==> src/rtl/instr_word_packer.sv <==
// Packs decoded instruction fields into 32-bit words, buffers them in a small FIFO and
// streams them into instruction memory from a base address. Optional build macro: FIELD_CHECK_EN.
module instr_word_packer #(
    parameter int DEPTH  = 4,
    parameter int ADDR_W = 10
) (
    input  logic              clk,
    input  logic              rst_n,
    input  logic              start,
    input  logic [ADDR_W-1:0] base_addr,
    input  logic              in_valid,
    output logic              in_ready,
    input  logic [2:0]        in_class,
    input  logic [4:0]        in_rs,
    input  logic [4:0]        in_rt,
    input  logic [4:0]        in_rd,
    input  logic [5:0]        in_funct,
    input  logic [15:0]       in_imm,
    input  logic              mem_ready,
    output logic              mem_we,
    output logic [ADDR_W-1:0] mem_addr,
    output logic [31:0]       mem_wdata,
    output logic [15:0]       word_count,
    output logic              busy,
    output logic              err
);

    localparam int PW = (DEPTH > 1) ? $clog2(DEPTH) : 1;
    localparam int CW = $clog2(DEPTH) + 1;

    typedef enum logic [2:0] {
        CLS_RTYPE = 3'd0,
        CLS_DIVI  = 3'd1,
        CLS_ADDI  = 3'd2,
        CLS_LW    = 3'd3,
        CLS_ORI   = 3'd4,
        CLS_SW    = 3'd5,
        CLS_MULI  = 3'd6,
        CLS_BEQ   = 3'd7
    } instr_class_e;

    logic [31:0]       fifo_q [DEPTH];
    logic [PW-1:0]     wr_ptr_q, wr_ptr_d;
    logic [PW-1:0]     rd_ptr_q, rd_ptr_d;
    logic [CW-1:0]     count_q, count_d;
    logic [ADDR_W-1:0] addr_q, addr_d;
    logic [15:0]       words_q, words_d;

    logic              full, empty;
    logic              accept, push, pop, drop;
    logic [31:0]       packed_word;
    logic [5:0]        opcode;

    assign full  = (count_q == CW'(DEPTH));
    assign empty = (count_q == '0);

    // Ready/strobe are gated by rst_n so nothing moves while reset is held.
    assign in_ready = rst_n & ~full & ~start;
    assign accept   = in_valid & in_ready;
    assign pop      = rst_n & ~empty & mem_ready;
    assign push     = accept & ~drop;

    assign mem_we     = pop;
    assign mem_addr   = addr_q;
    assign mem_wdata  = fifo_q[rd_ptr_q];
    assign word_count = words_q;
    assign busy       = ~empty | accept;

    // NOTE: every always_comb output gets a default first, so no path can infer a latch.
    always_comb begin
        opcode      = {3'b000, in_class};
        packed_word = {opcode, in_rs, in_rt, in_imm};
        if (instr_class_e'(in_class) == CLS_RTYPE) begin
            packed_word = {6'b0, in_rs, in_rt, in_rd, 5'b0, in_funct};
        end
    end

`ifdef FIELD_CHECK_EN
    logic err_q;
    logic bad_funct, bad_dest;

    always_comb begin
        bad_funct = 1'b0;
        bad_dest  = 1'b0;
        if (instr_class_e'(in_class) == CLS_RTYPE) begin
            bad_funct = !(in_funct inside {6'h20, 6'h22, 6'h24, 6'h25, 6'h2A});
            bad_dest  = (in_rd == 5'd0);
        end else if (instr_class_e'(in_class) != CLS_BEQ &&
                     instr_class_e'(in_class) != CLS_SW) begin
            bad_dest  = (in_rt == 5'd0);
        end
        drop = bad_funct | bad_dest;
    end

    always_ff @(posedge clk) begin
        if (!rst_n) begin
            err_q <= 1'b0;
        end else if (accept && drop) begin
            err_q <= 1'b1;
        end
    end

    assign err = err_q;
`else
    assign drop = 1'b0;
    assign err  = 1'b0;
`endif

    always_comb begin
        wr_ptr_d = wr_ptr_q;
        rd_ptr_d = rd_ptr_q;
        count_d  = count_q;
        addr_d   = addr_q;
        words_d  = words_q;

        if (push) wr_ptr_d = wr_ptr_q + 1'b1;
        if (pop)  rd_ptr_d = rd_ptr_q + 1'b1;

        case ({push, pop})
            2'b10:   count_d = count_q + 1'b1;
            2'b01:   count_d = count_q - 1'b1;
            default: count_d = count_q;
        endcase

        if (pop) begin
            addr_d = addr_q + ADDR_W'(4);
            if (words_q != 16'hFFFF) words_d = words_q + 16'd1;
        end

        // A start overrides any same-edge write advance; the write itself used the old address.
        if (start) begin
            addr_d  = base_addr & ~ADDR_W'(3);
            words_d = 16'd0;
        end
    end

    // NOTE: sequential state uses non-blocking assignments only, so all registers update together.
    always_ff @(posedge clk) begin
        if (!rst_n) begin
            wr_ptr_q <= '0;
            rd_ptr_q <= '0;
            count_q  <= '0;
            addr_q   <= '0;
            words_q  <= '0;
        end else begin
            wr_ptr_q <= wr_ptr_d;
            rd_ptr_q <= rd_ptr_d;
            count_q  <= count_d;
            addr_q   <= addr_d;
            words_q  <= words_d;
        end
    end

    // NOTE: the storage array is reset too, because the head word must read 0 out of reset.
    always_ff @(posedge clk) begin
        if (!rst_n) begin
            for (int i = 0; i < DEPTH; i++) fifo_q[i] <= '0;
        end else if (push) begin
            fifo_q[wr_ptr_q] <= packed_word;
        end
    end

endmodule

==> config.mk <==
export PLATFORM = sky130hd
export DESIGN_NAME = instr_word_packer
export DESIGN_NICKNAME = d
export VERILOG_FILES = /design/src/rtl/instr_word_packer.sv
export SDC_FILE = /design/constraint.sdc
export NUM_CORES = 1
export LEC_CHECK = 0
export CAP_MARGIN = 0
export CELL_PAD_IN_SITES_DETAIL_PLACEMENT = 0
export CELL_PAD_IN_SITES_GLOBAL_PLACEMENT = 1
export CORE_MARGIN = 2
export CORE_UTILIZATION = 39
export CTS_CLUSTER_DIAMETER = 80
export CTS_CLUSTER_SIZE = 8
export DETAILED_ROUTE_END_ITERATION = 16
export PLACE_DENSITY = 0.82
export SLEW_MARGIN = 20
export SYNTH_ARGS = -nofsm -noshare
export SYNTH_HDL_FRONTEND = slang
export SYNTH_SLANG_ARGS = --single-unit
==> constraint.sdc <==
create_clock -name clk -period 3.8 [get_ports clk]
set_input_delay 1.14 -clock clk [delete_from_list [all_inputs] [get_ports clk]]
set_output_delay 1.14 -clock clk [all_outputs]
set_load 0.03 [all_outputs]
# Word level (Yosys, flattened, before mapping)
# Memory sizes are Yosys's and may differ from the RTL's. A register that Yosys moved wholly into a read port is not among the register bits.
# Index checks and enable logic that the tools add are counted.
# Widths: inputs -> output; s select.
[totals]
regBits = 33
ram_bits = 116
output_inout_bits = 62
elab_cells = 47
memories = 1
[memory_table]
columns = ["memory", "words", "width", "rd", "rd_clocked_by_memory_dff", "wr", "line_no", "text"]
rows = [
  ["fifo_q", 4, 29, 1, 1, 4, "42", "logic [31:0] fifo_q [DEPTH];"],
]
[op_classes]
n_addsub = 6
eq_ne = 4
muxes = 13
bitwise = 10
n_reduce_logical = 7
[op_table]
columns = ["cell", "count"]
rows = [
  ["$mux 29", 2],
  ["$reduce_or 29->1", 1],
  ["$mux 10", 2],
  ["$add 16x1->16 const B", 1],
  ["$ne 16x16->1 const B", 1],
  ["$add 10x3->10 const B", 1],
  ["$logic_not 3->1", 2],
  ["$mux 2", 3],
  ["$pmux 3 s2", 1],
  ["$and 1x1->1", 5],
  ["$mux 1", 5],
  ["$add 2x1->2 const B", 2],
  ["$not 1->1", 4],
  ["$reduce_bool 2->1", 2],
  ["$add 3x1->3 const B", 1],
  ["$eq 3x3->1 const B", 1],
  ["$sub 3x1->3 const B", 1],
  ["$eq 2x1->1 const B", 1],
  ["$eq 2x2->1 const B", 1],
  ["$reduce_and 2->1", 1],
  ["$reduce_or 2->1", 1],
  ["$or 1x1->1", 1],
]

# Depth between registers and ports, before layout
[logic_depth]
ltp_word = 10
ltp_mapped = 12
ltp_nobuf = 9

# Worst setup path after synthesis
# No wires, ideal clock.
[synth_timing]
path_kind = "input port to flip-flop"
start = "input port start"
end = "memory fifo_q[3][0] in the netlist's numbering, enable pin"
setup_time_ns = 0.425
arrival_ns = 3.463
required_time_ns = 3.375
path_slack_ns = -0.088
stages = 8
n_path_buf = 3
cell_sequence = "buf_2 -> nor2b_4 -> and3_1 -> buf_4 -> inv_4 -> buf_2 -> nor2_1 -> a21oi_1"
[synth_rtl]
columns = ["item", "line_no", "text"]
rows = [
  ["from (decl)", "9", "input logic start,"],
  ["to (decl)", "42", ""],
]

# Worst setup path in the final report
[layout_timing]
start = "input port start"
end = "output port busy"
[layout_via]
elab_chain_cells = 4
[layout_rtl]
columns = ["item", "line_no", "text"]
rows = [
  ["$not 1->1", "58", "assign in_ready = rst_n & ~full & ~start;"],
  ["$and 1x1->1", "58", ""],
  ["$and 1x1->1", "59", "assign accept = in_valid & in_ready;"],
  ["$or 1x1->1", "67", "assign busy = ~empty | accept;"],
  ["to (decl)", "24", "output logic busy,"],
]
# Every way passes these cells.

==> results.txt <==
top cell type by total area after synthesis = edfxtp_1
reg2reg start = count_q[2]
hold buffer count at CTS = 0
top cells by count, synth = edfxtp_1 (116), and2_1 (59), nor2_1 (59), dfxtp_1 (33), mux4_2 (29)
Filler Cells Inserted = 1491
H-Tree Depth = 4
required time of the worst setup path = 2.66 ns
Post CTS Setup Buffer Count = 0
ys async rst share = 0
mapped cell area = 6740 µm²
gr ovfl total = 0
Reg2Reg Setup Slack = 1.41 ns
switching share of power = 0.238
Pre-antenna DRT Iters = 4
r2r endpoint = count_q[2]
die area = 18300 µm²
LEAKAGE = 0.00309 µW
Synth cell types = 43
via count = 4416
outcome = finished clean
Placer Congestion = 0.801
YS warnings = 0
WHS Endpoint = word_count[8]
DIE WIDTH = 135 µm
min Tclk post-route = 3.57 ns
Fin Setup TNS = 0 ns
Register Area = 4150 µm²
boundary pin count = 117
Synth Area in Adders = 0.00855
Core ar. = 17100 µm²
DR vias/cell = 5.12
max cap viols = 0
Worst-path clk slew = 0.06 ns
clock sinks = 149
Fmax = 280 MHz
min-delay worst type = reg2reg
Slew HR = 0.511
CTS Root Cell = clkbuf_16
largest family of logic cells by synthesized area = simple AND/OR/NAND/NOR gates
vias in the first global route = 4520
Die H = 135 µm
Worst EP arrival = 2.43 ns
PwrDens = 444 nW/µm²
Int Pwr = 2950 µW
sequential cell area fraction in the yosys report = 0.615
P_sw = 920 µW
hold slack = 0.513 ns
Finish-stage setup viols = 0
Clk pwr share = 0.398
RSZ-0062 raised after global routing = false
CP Class = in2out
Post-Syn Instances = 502
dominant cell by count in the synthesized netlist = edfxtp_1
VDD IR max = 336 µV
Setup Skew = 0.00502 ns
ys flop type = edfxtp_1
Multi-input gate area = 2420 µm²
Synth area leaders = edfxtp_1 (52%), dfxtp_1 (9.8%), mux4_2 (9.7%)
crit-path cells = clkdlybuf4s50_1 > nor2b_4 > and3_1 > inv_4 > nand3b_1 > buf_4
WL/cell = 16.8 µm
CP delay by family, top = buffers and inverters
number of diodes = 0
DP Wirelength = 9220 µm
Worst Hold Path Cells = 2
DRT antenna net count = 0
Critical Path Source Type = input pin
global-route wire length before repair = 22900 µm
Worst path slowest cell = clkdlybuf4s50_1
Layout area overhead = 29.4%
CTS tree = yes
period utilization = 0.938
worst slew pin tran = 0.731 ns
Total Wirelength = 14500 µm
sequential power share = 0.481
Seq cells post-synth = 149
Final Hold Fails = 0
critical path buffer and inverter count = 3
Comb pwr share = 0.120
area share of the leading cell type in the synthesized netlist = 0.517
layout cells sized above 1 = 0.159
EDFF count, synth = 116
simple-gate share of the synthesized area = 0.165
XOR/XNOR share of the synthesized area = 0.0143
row cnt = 48
Crit. End Element = output port
Initial Util = 0.393
Clock Latency Late Sink = 0.41 ns
antenna violations before repair = 1
CP Max Fanout = 6
drt drc = 0
largest net degree at the start of global routing = 30
total track usage = 0.164
Slew Viols, Final = 0
Worst Min Path Start = word_count[8]
R2R cell count = 9
Port Buffers = 108
Mean Syn Cell Area = 13.4 µm²
cts repair resizes = 0
multiplexer area fraction after synthesis = 0.115
complex-gate fraction of the synthesized area = 0.0515
number of CTS-inserted buffers = 17
final design utilization = 0.509
Layout Nets = 683
Max Buffers Root-to-Sink = 2
1st-iter DRT viols = 182
slowest stage delay, CP = 0.48 ns
-- worst max-delay path by stage --
stage	startpoint	end	slack (ns)	cells past startpoint
detailed placement	rst_n	count_q[2]	0.20	10
global route	register	mem_wdata[17]	0.14	3
floorplan	start	in_ready	0.37	5
CTS	start	busy	0.21	6
global placement	start	busy	0.23	6
finish	start	busy	0.23	6
-- final cells by class --
cell class                 count  area share
sequential                   149       0.475
multi-input combinational    318       0.278
tap                          225      0.0323
clock buffer                  21      0.0505
clock inverter                11      0.0121
timing repair buffer         130       0.148
inverter                       8     0.00373
-- layout by cell type (no fill, tap or decap), types with 5 or more instances in the layout --
cell type	count
dfxtp_1	32
clkdlybuf4s50_1	105
buf_4	21
nor2_2	9
or3_1	12
nand2b_1	5
inv_1	6
nor2_1	59
nand4_1	7
mux4_2	29
and2_1	59
a21oi_1	18
mux2i_1	12
nand3_1	11
nand2_1	18
o21ai_0	13
conb_1	6
clkbuf_16	17
xnor2_1	6
o31ai_1	10
edfxtp_1	116
xor2_1	5
-- per-layer routing --
metal | global-route usage | part of all wire
met1 | 0.212 | 0.44
met3 | 0.0456 | 0.062
met5 | 0 | 0.0011
met2 | 0.275 | 0.49
met4 | 0.0411 | 0.0085
-- flip-flops by register name, summed over array words and instances (netlist names), named ones only --
register,cells
fifo_q,116
word_count,16
mem_addr,8
count_q,3
rd_ptr_q,2
wr_ptr_q,2
-- worst min-delay path, stage by stage (launching register included) --
cell,delay [ns]
dfxtp_1,0.34
o31ai_1,0.07
a21oi_1,0.05
-- through the flow --
stage	setup WS, ns	cell area [µm²]	instances	total power (µW)
detailed placement	0.198	8170	830	2370
global route	0.142	8720	862	4010
finish	0.234	8720	862	3870
floorplan	0.368	6760	507	2160
CTS	0.208	8720	862	3910
global placement	0.226	8170	830	2360
-- kinds of logic after synthesis --
| logic type | after synthesis |
|---|---|
| AOI/OAI and AO/OA | 54 |
| xor gates and xnor gates | 11 |
| buffers and inverters | 40 |
| adders and majority gates | 4 |
| other | 1 |
| DFF | 149 |
| muxes | 41 |
| and+or+nand+nor | 202 |
-- power groups by stage --
stage               clock, µW  sequential, µW  combinational [µW]
floorplan                   0            1900                 264
global placement            0            1890                 466
detailed placement          0            1900                 470
CTS                      1570            1860                 472
global route             1640            1870                 498
finish                   1540            1860                 466
Power figures use the tool's default switching activity.
==> edit, RTL diff (same settings) <==
`DEPTH`: 4 -> 2.
--- a/src/rtl/instr_word_packer.sv
+++ b/src/rtl/instr_word_packer.sv
@@ -1,7 +1,7 @@
 // Packs decoded instruction fields into 32-bit words, buffers them in a small FIFO and
 // streams them into instruction memory from a base address. Optional build macro: FIELD_CHECK_EN.
 module instr_word_packer #(
-    parameter int DEPTH  = 4,
+    parameter int DEPTH  = 2,
     parameter int ADDR_W = 10
 ) (
     input  logic              clk,
Check against the original RTL: not equivalent (Yosys sat finds a counterexample within 4 cycles, from zero or initial values and one cycle with rst_n low).
==> edit against the original RTL <==
Sequential cell count fell by 62; core utilization rose by 2.9 points; final area fell by 37%; synthesized cell count fell by 28%; setup slack improved by 210 ps; total power fell by 48%; first-iteration DRC count fell by 60%; area after synthesis fell by 39%; combinational power fell by 32%; wire length fell by 37%; sequential power fell by 43%; clock power fell by 60%.
==> edit: results <==
[pwr]
power_density_nw_per_um2 = 362
p_comb_share_pct = 15.8
power_leakage_nw = 2.01
p_int_mw = 1.45

[status]
status = "finished clean"

[clock_tree]
cts-root-buf = "clkbuf_8"
clock_latency_ps = 360

[yosys]
yosys-top-cells-count = "edfxtp_1, nor2_1, and2_1"
ys_types = 44
synth_area_leaders = "edfxtp_1, dfxtp_1, mux2_2, and2_1, mux2i_1"
yosysSeqAreaShare_pct = 56.3
syn_avg_cell_area_um2 = 11.5

[global_routing]
globalRouteMet3Util_pct = 4.07
antenna_found_initial = 0
grt_pass1_vias = 2987
grt.total_usage_pct = 16.2
met1_usage_pct = 20.5
grt_pass1_wl_mm = 14.5
grt_use_met2_pct = 27.3

[layout]
fin_nets = 531

[sta]
skew_ps = 11.8
period_share_pct = 88.3
holdWs_ps = 523

[worst_setup_path]
r2r_end = "word_count[9]"
reg2reg_depth = 5
reg2reg_from = "word_count[0]"
worstPathMaxFanout = 5
r2r_slack_ps = 1770

[routing]
drtIter0Drc = 73
met1_length_mm = 4.18
viasPerCell = 5.00
top_layer = "met4"
met2WireLength_mm = 4.35
wl_per_cell_um = 14.9

[hold_path]
hold_path_end = "word_count[14]"
hp-start = "word_count[14]"

[placement]
dp_worst_setup_slack_ps = 410
dpl.hpwl_mm = 6.20
place_congestion = 0.754
dp.cells = 598
-- edit: cell count changes in the layout (fill, tap and decap cells not counted), moves of 9 or more --
cell / delta
edfxtp_1: -58
mux2_2: +29
mux4_2: -29
and2_1: -26
nor2_1: -23
clkbuf_16: -17
clkbuf_8: +9
nor2_2: -9
-- edit: logic make-up after synthesis --
group	after synthesis	synth area share, %
AOI/OAI and AO/OA	43	6.52
xor gates and xnor gates	10	2.12
adders and majority gates	3	0.910
buffers and inverters	25	3.24
DFF	87	56.3
muxes	44	11.6
other	1	0.0909
and+or+nand+nor	147	19.3
-- edit: layout make-up --
| cell class | instances | area (µm²) |
|---|---|---|
| multi-input combinational | 253 | 1690 |
| sequential | 87 | 2320 |
| inverter | 4 | 15.0 |
| fill | 941 | 4740 |
| timing repair buffer | 118 | 1150 |
| clock buffer | 9 | 124 |
| tap | 136 | 170 |
| clock inverter | 7 | 61.3 |
-- edit: critical path: stages --
cell,delay [ps]
clkdlybuf4s50_1,420
and2b_1,270
nand3_2,130
nand2_1,100
buf_4,160
